$ cat src/rtl/pp_pipeline_accel_row_packer.sv
// pp_pipeline_accel_row_packer
// Packs a one-pixel-per-beat 8-bit stream into 8-pixel (64-bit) words, row by
// row, for a frame of rows x blks blocks. The final block of each row carries
// last_w valid pixels. Block-level control uses ap_start/ap_done/ap_continue.
module pp_pipeline_accel_row_packer #(
   parameter int PPW = 8
) (
   input  logic             ap_clk,
   input  logic             ap_rst,
   input  logic             ap_start,
   output logic             ap_done,
   input  logic             ap_continue,
   output logic             ap_idle,
   output logic             ap_ready,
   input  logic [15:0]      rows,
   input  logic [12:0]      blks,
   input  logic [3:0]       last_blk_w,
   input  logic [7:0]       s_pix_tdata,
   input  logic             s_pix_tvalid,
   output logic             s_pix_tready,
   output logic [PPW*8-1:0] m_tdata,
   output logic [PPW-1:0]   m_tkeep,
   output logic             m_tlast,
   output logic             m_tuser,
   output logic             m_tvalid,
   input  logic             m_tready
);

   localparam logic [3:0] FULL_W = 4'd8;

   typedef enum logic [1:0] {
      IDLE = 2'd0,
      PACK = 2'd1,
      EMIT = 2'd2,
      DONE = 2'd3
   } state_t;

   state_t             r_state;
   state_t             w_state_nxt;
   logic [15:0]        r_rows;
   logic [12:0]        r_blks;
   logic [3:0]         r_last_w;
   logic [15:0]        r_row;
   logic [12:0]        r_blk;
   logic [2:0]         r_idx;
   logic [PPW*8-1:0]   r_word;
   logic [PPW-1:0]     r_keep;
   logic               r_done_flag;

   logic [3:0]         w_last_w;
   logic               w_last_blk;
   logic               w_last_row;
   logic [3:0]         w_fill;
   logic               w_word_done;
   logic               w_accept;
   logic               w_ap_idle;
   logic               w_ap_ready;
   logic               w_tready;
   logic               w_tvalid;

   // A width of 0 or wider than a word means a full final block.
   assign w_last_w    = ((last_blk_w == 4'd0) || (last_blk_w > FULL_W)) ? FULL_W : last_blk_w;
   assign w_last_blk  = (r_blk == (r_blks - 13'd1));
   assign w_last_row  = (r_row == (r_rows - 16'd1));
   assign w_fill      = w_last_blk ? r_last_w : FULL_W;
   assign w_word_done = s_pix_tvalid && (({1'b0, r_idx} + 4'd1) == w_fill);
   assign w_accept    = ap_start && !r_done_flag;

   // Next-state and handshake decode for the frame controller.
   always_comb begin
      w_state_nxt = r_state;
      w_ap_idle   = 1'b0;
      w_ap_ready  = 1'b0;
      w_tready    = 1'b0;
      w_tvalid    = 1'b0;
      case (r_state)
         IDLE: begin
            w_ap_idle = !ap_start;
            if (w_accept) begin
               w_ap_ready = 1'b1;
               if ((rows == 16'd0) || (blks == 13'd0)) begin
                  w_state_nxt = DONE;
               end else begin
                  w_state_nxt = PACK;
               end
            end else begin
               w_state_nxt = IDLE;
            end
         end
         PACK: begin
            w_tready = 1'b1;
            if (w_word_done) begin
               w_state_nxt = EMIT;
            end else begin
               w_state_nxt = PACK;
            end
         end
         EMIT: begin
            w_tvalid = 1'b1;
            if (m_tready) begin
               if (w_last_blk && w_last_row) begin
                  w_state_nxt = DONE;
               end else begin
                  w_state_nxt = PACK;
               end
            end else begin
               w_state_nxt = EMIT;
            end
         end
         DONE: begin
            w_state_nxt = IDLE;
         end
         default: begin
            w_state_nxt = IDLE;
         end
      endcase
   end

   // Frame controller state register.
   always_ff @(posedge ap_clk) begin
      if (ap_rst) begin
         r_state <= IDLE;
      end else begin
         r_state <= w_state_nxt;
      end
   end

   // Parameter latch, row/block counters, word assembly and the done flag.
   always_ff @(posedge ap_clk) begin
      if (ap_rst) begin
         r_rows      <= 16'd0;
         r_blks      <= 13'd0;
         r_last_w    <= FULL_W;
         r_row       <= 16'd0;
         r_blk       <= 13'd0;
         r_idx       <= 3'd0;
         r_word      <= '0;
         r_keep      <= '0;
         r_done_flag <= 1'b0;
      end else begin
         case (r_state)
            IDLE: begin
               if (w_accept) begin
                  r_rows   <= rows;
                  r_blks   <= blks;
                  r_last_w <= w_last_w;
                  r_row    <= 16'd0;
                  r_blk    <= 13'd0;
                  r_idx    <= 3'd0;
                  r_word   <= '0;
                  r_keep   <= '0;
               end else if (r_done_flag && ap_continue) begin
                  r_done_flag <= 1'b0;
               end else begin
                  r_done_flag <= r_done_flag;
               end
            end
            PACK: begin
               if (s_pix_tvalid) begin
                  r_word[{r_idx, 3'b000} +: 8] <= s_pix_tdata;
                  r_keep[r_idx]                <= 1'b1;
                  r_idx                        <= r_idx + 3'd1;
               end else begin
                  r_idx <= r_idx;
               end
            end
            EMIT: begin
               if (m_tready) begin
                  r_word <= '0;
                  r_keep <= '0;
                  r_idx  <= 3'd0;
                  if (w_last_blk) begin
                     r_blk <= 13'd0;
                     r_row <= r_row + 16'd1;
                  end else begin
                     r_blk <= r_blk + 13'd1;
                  end
               end else begin
                  r_idx <= r_idx;
               end
            end
            DONE: begin
               // A continue already present lets ap_done be a single-cycle pulse.
               r_done_flag <= !ap_continue;
            end
            default: begin
               r_done_flag <= 1'b0;
            end
         endcase
      end
   end

   assign ap_done      = (r_state == DONE) || r_done_flag;
   assign ap_idle      = w_ap_idle;
   assign ap_ready     = w_ap_ready;
   assign s_pix_tready = w_tready;
   assign m_tvalid     = w_tvalid;
   assign m_tdata      = r_word;
   assign m_tkeep      = r_keep;
   assign m_tlast      = w_tvalid && w_last_blk;
   assign m_tuser      = w_tvalid && (r_blk == 13'd0) && (r_row == 16'd0);

endmodule

$ cat config.mk
export PLATFORM = sky130hd
export DESIGN_NAME = pp_pipeline_accel_row_packer
export DESIGN_NICKNAME = d
export VERILOG_FILES = /design/src/rtl/pp_pipeline_accel_row_packer.sv
export SDC_FILE = /design/constraint.sdc
export NUM_CORES = 1
export LEC_CHECK = 0
export CORE_MARGIN = 3
export CORE_UTILIZATION = 36
export CTS_BUF_LIST = sky130_fd_sc_hd__clkbuf_4 sky130_fd_sc_hd__clkbuf_8
export CTS_CLUSTER_SIZE = 8
export DETAILED_ROUTE_END_ITERATION = 8
export PLACE_DENSITY = 0.6
export SETUP_SLACK_MARGIN = 0.5
export SYNTH_ARGS = -nofsm -noshare
export SYNTH_HDL_FRONTEND = slang
export SYNTH_SLANG_ARGS = --single-unit
export TNS_END_PERCENT = 30
$ cat constraint.sdc
create_clock -name ap_clk -period 3 [get_ports ap_clk]
set_input_delay 0.75 -clock ap_clk [delete_from_list [all_inputs] [get_ports ap_clk]]
set_output_delay 0.75 -clock ap_clk [all_outputs]
set_load 0.005 [all_outputs]
## Word-level counts from Yosys, hierarchy flattened

Cells that the tools add are included.

- Add/subtract/negate cells: 7
- Multipliers: 0
- Div/mod/pow operators: 0
- Magnitude comparators: 3
- Equality and inequality tests: 12
- Shifts and indexed selects: 2
- Mux-type cells: 39
- Bitwise operators: 1
- Reductions and logical operators: 28

Operators by type and width:

| operator | count |
|---|---|
| $mux 64 | 3 |
| $pmux 64 s3 | 1 |
| $bwmux 64 | 1 |
| $shift 8x8->64 const A | 1 |
| $shiftx 8x8->64 | 1 |
| $mux 16 | 3 |
| $mux 13 | 3 |
| $logic_not 16->1 | 2 |
| $pmux 16 s2 | 1 |
| $logic_not 13->1 | 2 |
| $pmux 13 s2 | 1 |
| $mux 8 | 3 |
| $pmux 8 s3 | 1 |
| $add 16x1->16 const B | 1 |
| $eq 16x16->1 | 1 |
| $sub 16x1->16 const B | 1 |
| $add 13x1->13 const B | 1 |
| $eq 13x13->1 | 1 |
| $sub 13x1->13 const B | 1 |
| $ne 2x2->1 const B | 6 |
| $mux 2 | 5 |
| $mux 3 | 3 |
| $pmux 3 s3 | 1 |
| $logic_and 1x1->1 | 8 |
| other kinds (24) | 40 |

- Flip-flop bits (word level): 140
- Bits in latches: 0
- Memory bits (writable): 0
- Bits in read-only memories: 0
- Input bits: 47
- Logic and storage cells: 102
- Memories: 0

## Longest topological paths before layout

Gate-level depths: netlist of the first run.

- Word-level depth: 7
- Mapped depth: 12
- Depth with buffers taken out: 10

## Worst setup path before layout of the first run

Ideal clock, no wire load.

- Kind: reg-to-output
- Start: register r_blks[2]
- End: output m_tlast
- Data arrival time: 2.495 ns
- Data required time: 2.250 ns
- Slack: -0.245 ns
- Stages on the path, launching flop included: 10
- Cell sequence: dfxtp_1 -> buf_6 -> or4_1 -> buf_2 -> or4_1 -> o31a_2 -> a2111oi_4 -> and3_1 -> buf_6 -> and2_1

- Word-level cells in the longest chain between the ends: 3

RTL lines:

| item | line | source |
|---|---|---|
| start, declared | 41 | `logic [12:0] r_blks;` |
| start signal, assigned | 145 | `r_blks <= blks;` |
| $sub 13x1->13 | 63 | `assign w_last_blk = (r_blk == (r_blks - 13'd1));` |
| $eq 13x13->1 | 63 |  |
| $logic_and 1x1->1 | 200 | `assign m_tlast = w_tvalid && w_last_blk;` |
| end, declared | 23 | `output logic m_tlast,` |

No other way between the ends.

## Worst setup path in the final report of the first run

Same ends and word-level chain as after synthesis.

==> results by group, run 1 <==
Die
  – Initial Util: 37.04%
  – Die width: ~140 µm
  – Cell row count: slightly below 50
  – Core area: approximately 18000 µm²
  – # IOs: 126
  – Die ar.: approximately 20000 µm²
  – Die Span Y: about 140 µm

CTS
  – TritonCTS clock tree: done
  – Max clock buf depth: 2
  – CTS clk-pin slew, worst paths: 0.09 ns
  – CTS H-tree lvls: 4
  – Num CTS Buffers: 17
  – CTS root buf: clkbuf_8
  – TritonCTS Sinks: 140
  – Skew-Pair Late Insertion Delay: ~0.46 ns

Logic synthesis
  – Synth top area cells: dfxtp_1, nor2_1, a21oi_1
  – Synthesized Nets: 916
  – Area leader, netlist: dfxtp_1
  – Register area share after synthesis: between 40% and 50%
  – Post-synth ARST share: 0%
  – Cell variety after synth: 56
  – #FFs+latches synth: 140
  – Syn Area/Cell: about 7.8 µm²
  – Area share of the largest cell type after synthesis: between 40% and 50%
  – EDFF count, synth: 0
  – Ys Warns: 0
  – Mapped cell area: 6745 µm²
  – Ys flop type: dfxtp_1
  – Cells after Synth: 860

Setup path
  – Setup crit end: m_tlast
  – CP Launch Point: r_blks[2]$_SDFFE_PP0P_
  – CP Capture Type: output port
  – Required time worst endpoint: around 2.3 ns
  – Delay-heaviest family, CP: simple AND/OR/NAND/NOR gates
  – R2R depth: 12
  – Crit Reg-Reg Startpoint: r_blks[2]$_SDFFE_PP0P_
  – Cell repeated most along the worst path: buf_6
  – Worst Path Arrival: between 2 and 3 ns
  – R2R Setup Slk: -0.16 ns
  – Crit Path Max Fanout: 3
  – Slowest CP cell: or4_4
  – CP bufs+invs: 2
  – Crit path depth: 8
  – Max stage delay on crit path: between 0.5 and 0.6 ns
  – Crit-path cells: or4_4, buf_6, o21a_1, o31a_4, a2111oi_4, and3_4, and2_4, buf_6
  – Startpoint type of the worst setup path: flop
  – Worst setup path class: reg -> out
  – Worst r2r dst: r_row[7]$_SDFFE_PP0P_

Timing
  – Final hold vios: 0
  – Fin crit share: 117.2%
  – Final setup violation count: 16
  – Rel. slew slack: 62.48%
  – Hold slack: 0.4778 ns
  – Post-route minimum period: about 3.5 ns
  – Least-Margin Pin Slew: between 0.5 and 0.6 ns
  – RSZ-0062 raised after global routing: yes
  – Slew Limit Fails: 0
  – Setup WS post-layout: -0.5161 ns
  – Layout Skew: slightly below 0.009 ns
  – Max Fclk: about 280 MHz

Pwr
  – Maximum VDD drop: approximately 340 µV
  – PD cells: approximately 450 nW/µm²
  – Leak: 3.329 nW

Finish
  – Nets: approximately 1100
  – Sequential Area: about 2800 µm²
  – Multi-input gate area: between 3000 and 4000 µm²
  – Fill count: roughly 1800
  – Inserted Diodes: 0
  – Final Util: between 50% and 60%
  – Layout cell share with drive strength beyond 1: around 15%
  – Synthesis-to-layout area growth: 37.12%

Run
  – Total of max-cap violations: 0

Place
  – # port buffers: approximately 130
  – GPL Wtd Cong: 0.8366
  – Dpl hpwl: 14290 µm

GRT
  – First-pass GRT wire length: about 33000 µm
  – GRT Residual Overflow: 0
  – Tot GR Track Use: between 20 and 25%
  – Largest net degree at the start of global routing: 100
  – Antenna violations before repair: 1
  – Vias in the first global route: approximately 6400

Hold path
  – HP Class: reg -> reg

Status
  – Failing checks: setup timing
  – Status: finished with violations

Drt
  – Routed Antenna Nets: 0
  – Via density: approximately 5.3
  – Detailed-route wire length: around 21000 µm
  – Initial DRC Count: roughly 420
  – Vias: 6641
  – WL per Instance: between 15 and 20 µm
  – Remaining DRCs: 0
  – Initial DRT Pass Iterations: 5
==> flip-flops by register name, indices dropped and copies added, names as in the netlist <==
register	flops
r_row	16
r_blks	13
r_done_flag	1
r_rows	16
r_blk	13
r_state	2
r_last_w	4
r_idx	3
m_tkeep	8
m_tdata	64
==> worst min path at each step <==
stage / cells past startpoint / slack, ns / from / to
after global routing: 2 / 0.50 / r_blks[12]$_SDFFE_PP0P_ / r_blks[12]$_SDFFE_PP0P_
after global placement: 2 / 0.45 / m_tkeep[0]$_SDFFE_PP0P_ / m_tkeep[0]$_SDFFE_PP0P_
after floorplan: 2 / 0.45 / r_last_w[2]$_SDFFE_PP0P_ / r_last_w[2]$_SDFFE_PP0P_
after detailed placement: 2 / 0.46 / m_tkeep[4]$_SDFFE_PP0P_ / m_tkeep[4]$_SDFFE_PP0P_
final: 2 / 0.48 / m_tkeep[6]$_SDFFE_PP0P_ / m_tkeep[6]$_SDFFE_PP0P_
after CTS: 2 / 0.49 / r_blks[12]$_SDFFE_PP0P_ / r_blks[12]$_SDFFE_PP0P_
==> placed cells by master, fill, tap and decap left out, types with 4 or more instances in the layout <==
| cell | n |
|---|---|
| a21o_1 | 4 |
| a21oi_1 | 72 |
| a31oi_1 | 49 |
| and2_1 | 4 |
| and3_1 | 7 |
| buf_12 | 5 |
| buf_4 | 53 |
| buf_6 | 5 |
| clkbuf_8 | 17 |
| clkdlybuf4s50_1 | 120 |
| dfxtp_1 | 135 |
| dfxtp_2 | 4 |
| ha_1 | 6 |
| inv_1 | 19 |
| inv_6 | 7 |
| mux2i_1 | 5 |
| nand2_1 | 91 |
| nand2b_1 | 6 |
| nand3_1 | 31 |
| nand3b_1 | 21 |
| nand4_1 | 16 |
| nor2_1 | 145 |
| nor3_1 | 20 |
| nor4_1 | 12 |
| o211ai_1 | 5 |
| o21ai_0 | 11 |
| o21ai_1 | 6 |
| or3_1 | 14 |
| xnor2_1 | 25 |
| xor2_1 | 23 |
==> Yosys cell counts, types with 5 or more instances <==
library cell	n
a31oi_1	50
mux2i_1	5
and3_1	8
nand2b_1	6
nand4_1	16
o21ai_0	17
nor2_1	147
nand3b_1	21
nand3_1	31
o211ai_1	5
xnor2_1	26
ha_1	9
or3_1	16
nor4_1	12
nor2b_1	5
a21oi_1	76
inv_1	21
dfxtp_1	140
xor2_1	23
or4_1	5
and2_1	5
clkbuf_1	48
nor3_1	21
nand2_1	92
==> power by group <==
group          switching, W  total, W  internal, W
Combinational      0.000354  0.000655     0.000301
Clock              0.000855   0.00154     0.000688
Sequential        0.0000370   0.00193      0.00189
Total               0.00125   0.00413      0.00288
==> what timing repair did <==
action                                  4_1_cts  5_1_grt
resized for setup                            40       34
pin swaps                                    14       20
gates cloned                                  2        0
endpoints found under the setup margin       46       45
setup buffers                                 4        2
hold buffers                                  0        0
hold endpoints to repair                      0        0
==> kinds of logic after synthesis <==
logic type	synth area share, %
adder cells (fa/ha/maj)	1.669
XOR/XNOR	6.362
AND/OR/NAND/NOR	28.27
multiplexers	0.9089
buffers and inverters	4.860
flip-flops	41.55
AO/OA/AOI/OAI	16.38
==> cell type report <==
cell class / count / share of cell area (%)
clock buffer: 17 / 2.530
clock inverter: 15 / 1.637
inverter: 22 / 0.8929
multi-input combinational: 643 / 41.80
sequential: 140 / 30.40
tap: 229 / 3.098
timing repair buffer: 189 / 19.64
==> through the flow <==
stage	setup TNS [ns]	setup slack (ns)	cells	instance area [µm²]	total power (W)
final	-2.106	-0.5161	1255	9249	0.004128
after global placement	-3.497	-0.3868	1215	8551	0.002588
after CTS	-2.382	-0.6298	1253	9089	0.004139
after detailed placement	-3.878	-0.4069	1215	8551	0.002591
after floorplan	-0.06332	-0.06332	860	6769	0.002324
after global routing	-5.417	-0.6407	1255	9249	0.004322
==> per-layer routing <==
layer	part of all wire, %	global-route usage, %	up-vias
met5	0.038	0	-
met4	1.8	6.503	2
met3	6.3	7.368	29
met2	47	33.04	155
met1	45	25.63	3128
li1	-	-	3327
==> tightest hold or removal path, stage by stage, from the launching register on <==
cell and delay (ns):
dfxtp_1 0.34, a31oi_1 0.04, nor2_1 0.07
Note: power is estimated with default switching activity, not from simulation.
==> run 2, diff against run 1 <==
--- a/config.mk
+++ b/config.mk
@@ -5,7 +5,6 @@
 export SDC_FILE = /design/constraint.sdc
 export NUM_CORES = 1
 export LEC_CHECK = 0
-export CORE_MARGIN = 3
 export CORE_UTILIZATION = 36
 export CTS_BUF_LIST = sky130_fd_sc_hd__clkbuf_4 sky130_fd_sc_hd__clkbuf_8
 export CTS_CLUSTER_SIZE = 8
==> results by group, run 2 (synthesized netlist as in run 1, its figures left out) <==
GRT
  – GRT met2 Usage: around 36%
  – Met3 Resource Use GR: 6.837%
  – Grt peak-use layer: met2
  – GRT Residual Overflow: 0
  – Vias in the first global route: approximately 6200
  – Tot GR Track Use: 21.22%
  – Met1 usage: a little over a quarter
  – First-pass GRT wire length: 32490 µm
  – Antenna violations before repair: 1
  – Largest net degree at the start of global routing: 82

Timing
  – Setup WS post-layout: -0.4985 ns
  – Post-route minimum period: 3.498 ns
  – Rel. slew slack: between 30% and 40%
  – Setup TNS: -1.159 ns
  – Least-Margin Pin Slew: ~1.0 ns
  – Final setup violation count: 14
  – Layout Skew: approximately 0.0099 ns
  – Final hold vios: 0
  – Slew Limit Fails: 0
  – Fin crit share: 116.6%
  – RSZ-0062 raised after global routing: yes
  – Max Fclk: approximately 290 MHz

Run
  – Total of max-cap violations: 0

Die
  – Die ar.: between 15000 and 20000 µm²
  – Initial Util: 37.17%
  – Die Span Y: between 100 and 150 µm
  – # IOs: around 130
  – Core area: 18150 µm²
  – Die width: around 140 µm
  – Cell row count: between 40 and 50

Place
  – GPL Wtd Cong: just under 0.8
  – # port buffers: ~130
  – Pre-CTS WS: -0.4296 ns
  – Dpl hpwl: ~14000 µm

CTS
  – Num CTS Buffers: 17
  – Max clock buf depth: 2
  – Hold buffers post-CTS: 0
  – Skew-Pair Late Insertion Delay: 0.46 ns
  – CTS root buf: clkbuf_8
  – CTS clk-pin slew, worst paths: ~0.09 ns
  – TritonCTS clock tree: done
  – TritonCTS Sinks: 140
  – CTS H-tree lvls: 4

Finish
  – Synthesis-to-layout area growth: 36.65%
  – Fill count: ~1800
  – Layout cell share with drive strength beyond 1: 14.02%
  – Final Util: 50.79%
  – Commonest non-fill, non-tap cell in the layout: nor2_1
  – Commonest non-fill, non-tap cells in the layout: nor2_1, dfxtp_1, clkdlybuf4s50_1, nand2_1, a21oi_1
  – Number of flip-flops in the largest register: 64
  – Inserted Diodes: 0
  – Nets: between 1000 and 1500

Drt
  – Initial DRT Pass Iterations: 7
  – Vias: about 6600
  – Via density: about 5.3
  – Routed Antenna Nets: 0
  – Remaining DRCs: 3
  – Detailed-route wire length: just over 20000 µm
  – Initial DRC Count: approximately 350
  – WL per Instance: approximately 16 µm

Status
  – Status: finished with violations
  – Failing checks: DRC, setup timing

Setup path
  – Startpoint type of the worst setup path: flop
  – Worst Path Arrival: ~2.8 ns
  – Crit Reg-Reg Startpoint: r_blks[0]$_SDFFE_PP0P_
  – CP Launch Point: r_blks[0]$_SDFFE_PP0P_
  – Crit Path Max Fanout: 3
  – Slowest CP cell: or4_4
  – Required time worst endpoint: between 2 and 2.5 ns
  – Max stage delay on crit path: roughly 0.54 ns
  – Cell repeated most along the worst path: buf_6
  – Crit-path cells: or4_4, buf_6, o21a_1, o31a_2, a2111oi_4, and3_4, and2_4, buf_6
  – CP Capture Type: output port
  – Worst setup path class: reg -> out

Pwr
  – PD cells: 459.6 nW/µm²
  – Leak: 3.313 nW
  – Clock power frac: 39.2%
  – Maximum VDD drop: around 290 µV
  – Pint: between 0.002 and 0.003 W
  – Power share of the combinational group: ~15%
  – Switching share of power: between 20 and 30%
  – Power share of the sequential group: approximately 46%
  – Switching power: approximately 0.0013 W

Hold path
  – Critical hold path startpoint: m_tkeep[2]$_SDFFE_PP0P_
  – HP Class: reg -> reg
==> run 2: per-stage QoR <==
stage	power (W)	area, µm²	hold WS [ns]	instances
after floorplan	0.002324	6769	0.4458	860
final	0.004236	9218	0.4735	1256
after CTS	0.004247	9089	0.4841	1253
after detailed placement	0.002587	8531	0.4607	1214
after global placement	0.002585	8531	0.4527	1214
after global routing	0.004406	9218	0.5053	1256
==> run 2: power by group through the flow <==
stage | sequential [W] | combinational (W) | clock, W
global placement | 0.00197 | 0.000612 | 0
detailed placement | 0.00197 | 0.000614 | 0
global route | 0.00194 | 0.000706 | 0.00176
finish | 0.00193 | 0.000645 | 0.00166
CTS | 0.00193 | 0.000625 | 0.00169
floorplan | 0.00197 | 0.000357 | 0
==> run 2: layout make-up <==
cell class | instances | area (µm²) | share of cell area, %
well taps | 229 | 286.5 | 3.108
clock buffers | 17 | 234.0 | 2.538
repair buffers | 190 | 1799 | 19.52
inverters | 22 | 85.08 | 0.9230
multi-input cells | 643 | 3810 | 41.33
flip-flops and latches | 140 | 2809 | 30.47
clock inverters | 15 | 193.9 | 2.104
==> run 2: final timing paths <==
check / slack [ns] / endpoint / cells past startpoint
max: -0.50 / m_tlast / 8
min: 0.47 / m_tkeep[2]$_SDFFE_PP0P_ / 2
max reg2reg: -0.11 / r_row[11]$_SDFFE_PP0P_ / 11
min reg2reg: 0.47 / m_tkeep[2]$_SDFFE_PP0P_ / 2
==> run 2: routing by layer <==
metal  wire length [µm]  vias to the layer above  share of wire (%)
met5                  0                        -                  0
met4                242                        0                1.2
met3               1352                       15                6.6
met2              10000                      151                 49
met1               9016                     3119                 44
li1                   -                     3336                  -
==> run 2: worst max-delay path, delay by kind of cell, from the launching register on <==
kind	cells	cell delay, ns
flops	1	0.32
simple gates	3	0.94
buf+inv	2	0.23
compound gates	3	0.80
==> run 2: timing repair <==
action / CTS / global route
endpoints found under the setup margin: 46 / 44
pin swaps: 15 / 20
resized for setup: 36 / 26
setup buffers: 5 / 3
gates cloned: 2 / 0
==> run 3, diff against run 2 <==
--- a/config.mk
+++ b/config.mk
@@ -5,11 +5,12 @@
 export SDC_FILE = /design/constraint.sdc
 export NUM_CORES = 1
 export LEC_CHECK = 0
+export CORE_MARGIN = 3
 export CORE_UTILIZATION = 36
 export CTS_BUF_LIST = sky130_fd_sc_hd__clkbuf_4 sky130_fd_sc_hd__clkbuf_8
 export CTS_CLUSTER_SIZE = 8
 export DETAILED_ROUTE_END_ITERATION = 8
-export PLACE_DENSITY = 0.6
+export PLACE_DENSITY = 0.58
 export SETUP_SLACK_MARGIN = 0.5
 export SYNTH_ARGS = -nofsm -noshare
 export SYNTH_HDL_FRONTEND = slang
==> constraint.sdc (replaced) <==
create_clock -name ap_clk -period 4 [get_ports ap_clk]
set_input_delay 1 -clock ap_clk [delete_from_list [all_inputs] [get_ports ap_clk]]
set_output_delay 1 -clock ap_clk [all_outputs]
set_load 0.005 [all_outputs]
==> results by group, run 3 (synthesized netlist as in run 1, its figures left out) <==
Setup path
  – Worst r2r dst: r_blk[6]$_SDFFE_PP0P_
  – Required time worst endpoint: approximately 3.0 ns
  – Worst Path Arrival: about 2.7 ns
  – R2R Setup Slk: roughly 0.84 ns
  – Worst setup path class: reg -> out
  – Delay-heaviest family, CP: simple AND/OR/NAND/NOR gates
  – CP Launch Point: r_blks[2]$_SDFFE_PP0P_
  – Slowest CP cell: or4_4
  – Crit Path Max Fanout: 4
  – CP Capture Type: output port
  – Max stage delay on crit path: 0.56 ns
  – Cell repeated most along the worst path: or4_4
  – Crit-path cells: or4_4, or4_4, o31a_4, a2111oi_4, and3_4, and2_4, buf_6
  – Crit Reg-Reg Startpoint: r_blks[7]$_SDFFE_PP0P_
  – Startpoint type of the worst setup path: flop
  – R2R depth: 10
  – CP bufs+invs: 1

Status
  – Status: finished clean

Drt
  – WL per Instance: 16.47 µm
  – Initial DRC Count: about 390
  – Detailed-route wire length: between 15000 and 20000 µm
  – Vias: approximately 6400
  – Routed Antenna Nets: 0
  – Initial DRT Pass Iterations: 5
  – Via density: approximately 5.2
  – Remaining DRCs: 0

Timing
  – RSZ-0062 raised after global routing: yes
  – Final hold vios: 0
  – Rel. slew slack: a little over half
  – Post-route minimum period: 3.682 ns
  – Least-Margin Pin Slew: about 0.68 ns
  – Max Fclk: approximately 270 MHz
  – Layout Skew: roughly 0.015 ns
  – Slew Limit Fails: 0
  – Fin crit share: 92.04%
  – Setup TNS: 0 ns
  – Final setup violation count: 0

Die
  – Die Span Y: 142.9 µm
  – # IOs: between 100 and 150
  – Cell row count: 49
  – Die ar.: a little over 20000 µm²
  – Initial Util: a little under two fifths
  – Core area: about 18000 µm²
  – Die width: about 140 µm

CTS
  – Num CTS Buffers: 17
  – CTS root buf: clkbuf_8
  – CTS clk-pin slew, worst paths: about 0.090 ns
  – Skew-Pair Late Insertion Delay: approximately 0.45 ns
  – Max clock buf depth: 2
  – TritonCTS Sinks: 140
  – TritonCTS clock tree: done
  – CTS H-tree lvls: 4

Run
  – Total of max-cap violations: 0

Finish
  – Inserted Diodes: 0
  – Layout cell share with drive strength beyond 1: under 10%
  – Nets: roughly 1000
  – Number of flip-flops in the largest register: between 60 and 70
  – Post-route cell area: 8721 µm²
  – Commonest non-fill, non-tap cell in the layout: nor2_1
  – Synthesis-to-layout area growth: 29.29%
  – Commonest non-fill, non-tap cells in the layout: nor2_1, dfxtp_1, clkdlybuf4s50_1, nand2_1, a21oi_1

GRT
  – Antenna violations before repair: 0
  – GRT Residual Overflow: 0
  – Tot GR Track Use: between 15 and 20%
  – Vias in the first global route: 5855
  – Largest net degree at the start of global routing: 60
  – First-pass GRT wire length: between 30000 and 40000 µm

Place
  – Cell Area, Placed: ~8000 µm²
  – Dpl hpwl: around 14000 µm
  – GPL Wtd Cong: between 0.8 and 0.9
  – # port buffers: approximately 130

Pwr
  – Leak: between 3 and 4 nW
  – PD cells: around 350 nW/µm²
  – Maximum VDD drop: approximately 230 µV

Hold path
  – Worst Hold End: m_tkeep[1]$_SDFFE_PP0P_
  – Worst hold path depth: 2
  – Critical hold path startpoint: m_tkeep[1]$_SDFFE_PP0P_
  – HP Class: reg -> reg
## run 3: changes by cell type in the layout (fill, tap and decap cells not counted), moves of 3 or more
cell and change:
buf_4 -33, dfxtp_1 +3, buf_12 -3, o21ai_0 +7, o21ai_1 -6, buf_6 -3
clkdlybuf4s50_1 +4, dfxtp_2 -4
## run 3: tightest hold or removal path: cells and delay by family, from the launching register on
kind | cells | cell delay (ns)
flip-flops | 1 | 0.34
AO/OA/AOI/OAI | 1 | 0.04
AND/OR/NAND/NOR | 1 | 0.07
## run 3: area by class of cell
type	instances	area, µm²
clock buffers	17	234.0
clock inverters	15	168.9
fillers	1782	9488
inverters	22	82.58
multi-input cells	641	3694
flip-flops and latches	140	2808
well taps	229	286.5
repair buffers	150	1448
## run 3: per-layer routing
metal | track usage [%] | vias to the layer above | wire length (µm)
met5 | 0 | - | 0
met2 | 32.22 | 124 | 9740
met4 | 3.602 | 0 | 157
met1 | 25.42 | 2977 | 8972
met3 | 6.463 | 13 | 1119
li1 | - | 3241 | -
## run 3: stage by stage
stage          worst slack [ns]  hold WS [ns]  utilization [%]  total power [W]  cells
5_1_grt                  0.1931        0.4990            47.89         0.003210   1214
2_1_floorplan            0.5052        0.4458                -         0.001737    860
6_report                 0.3182        0.4795            47.89         0.003064   1214
3_3_place_gp             0.1737        0.4472            45.12         0.001899   1178
3_5_place_dp             0.1379        0.4601            45.12         0.001898   1178
4_1_cts                  0.2872        0.4805            47.64         0.003085   1213
## run 3: how the worst max path moves through the flow
stage	end	slack (ns)	cells past startpoint
detailed placement	m_tlast	0.14	7
global placement	m_tlast	0.17	7
global route	m_tlast	0.19	7
finish	m_tlast	0.32	7
CTS	m_tlast	0.29	7
floorplan	m_tlast	0.51	9
## run 3: where the power goes
part	total, W	internal [W]	switching (W)
sequential	0.00145	0.00142	0.0000307
clock	0.00118	0.000529	0.000652
combinational	0.000432	0.000185	0.000247
total	0.00306	0.00213	0.000930
## run 3: what timing repair did
action	CTS	global route
setup buffers	3	1
setup endpoints to repair	2	3
pin swaps	6	4
hold buffers	0	0
gates resized for setup	16	6
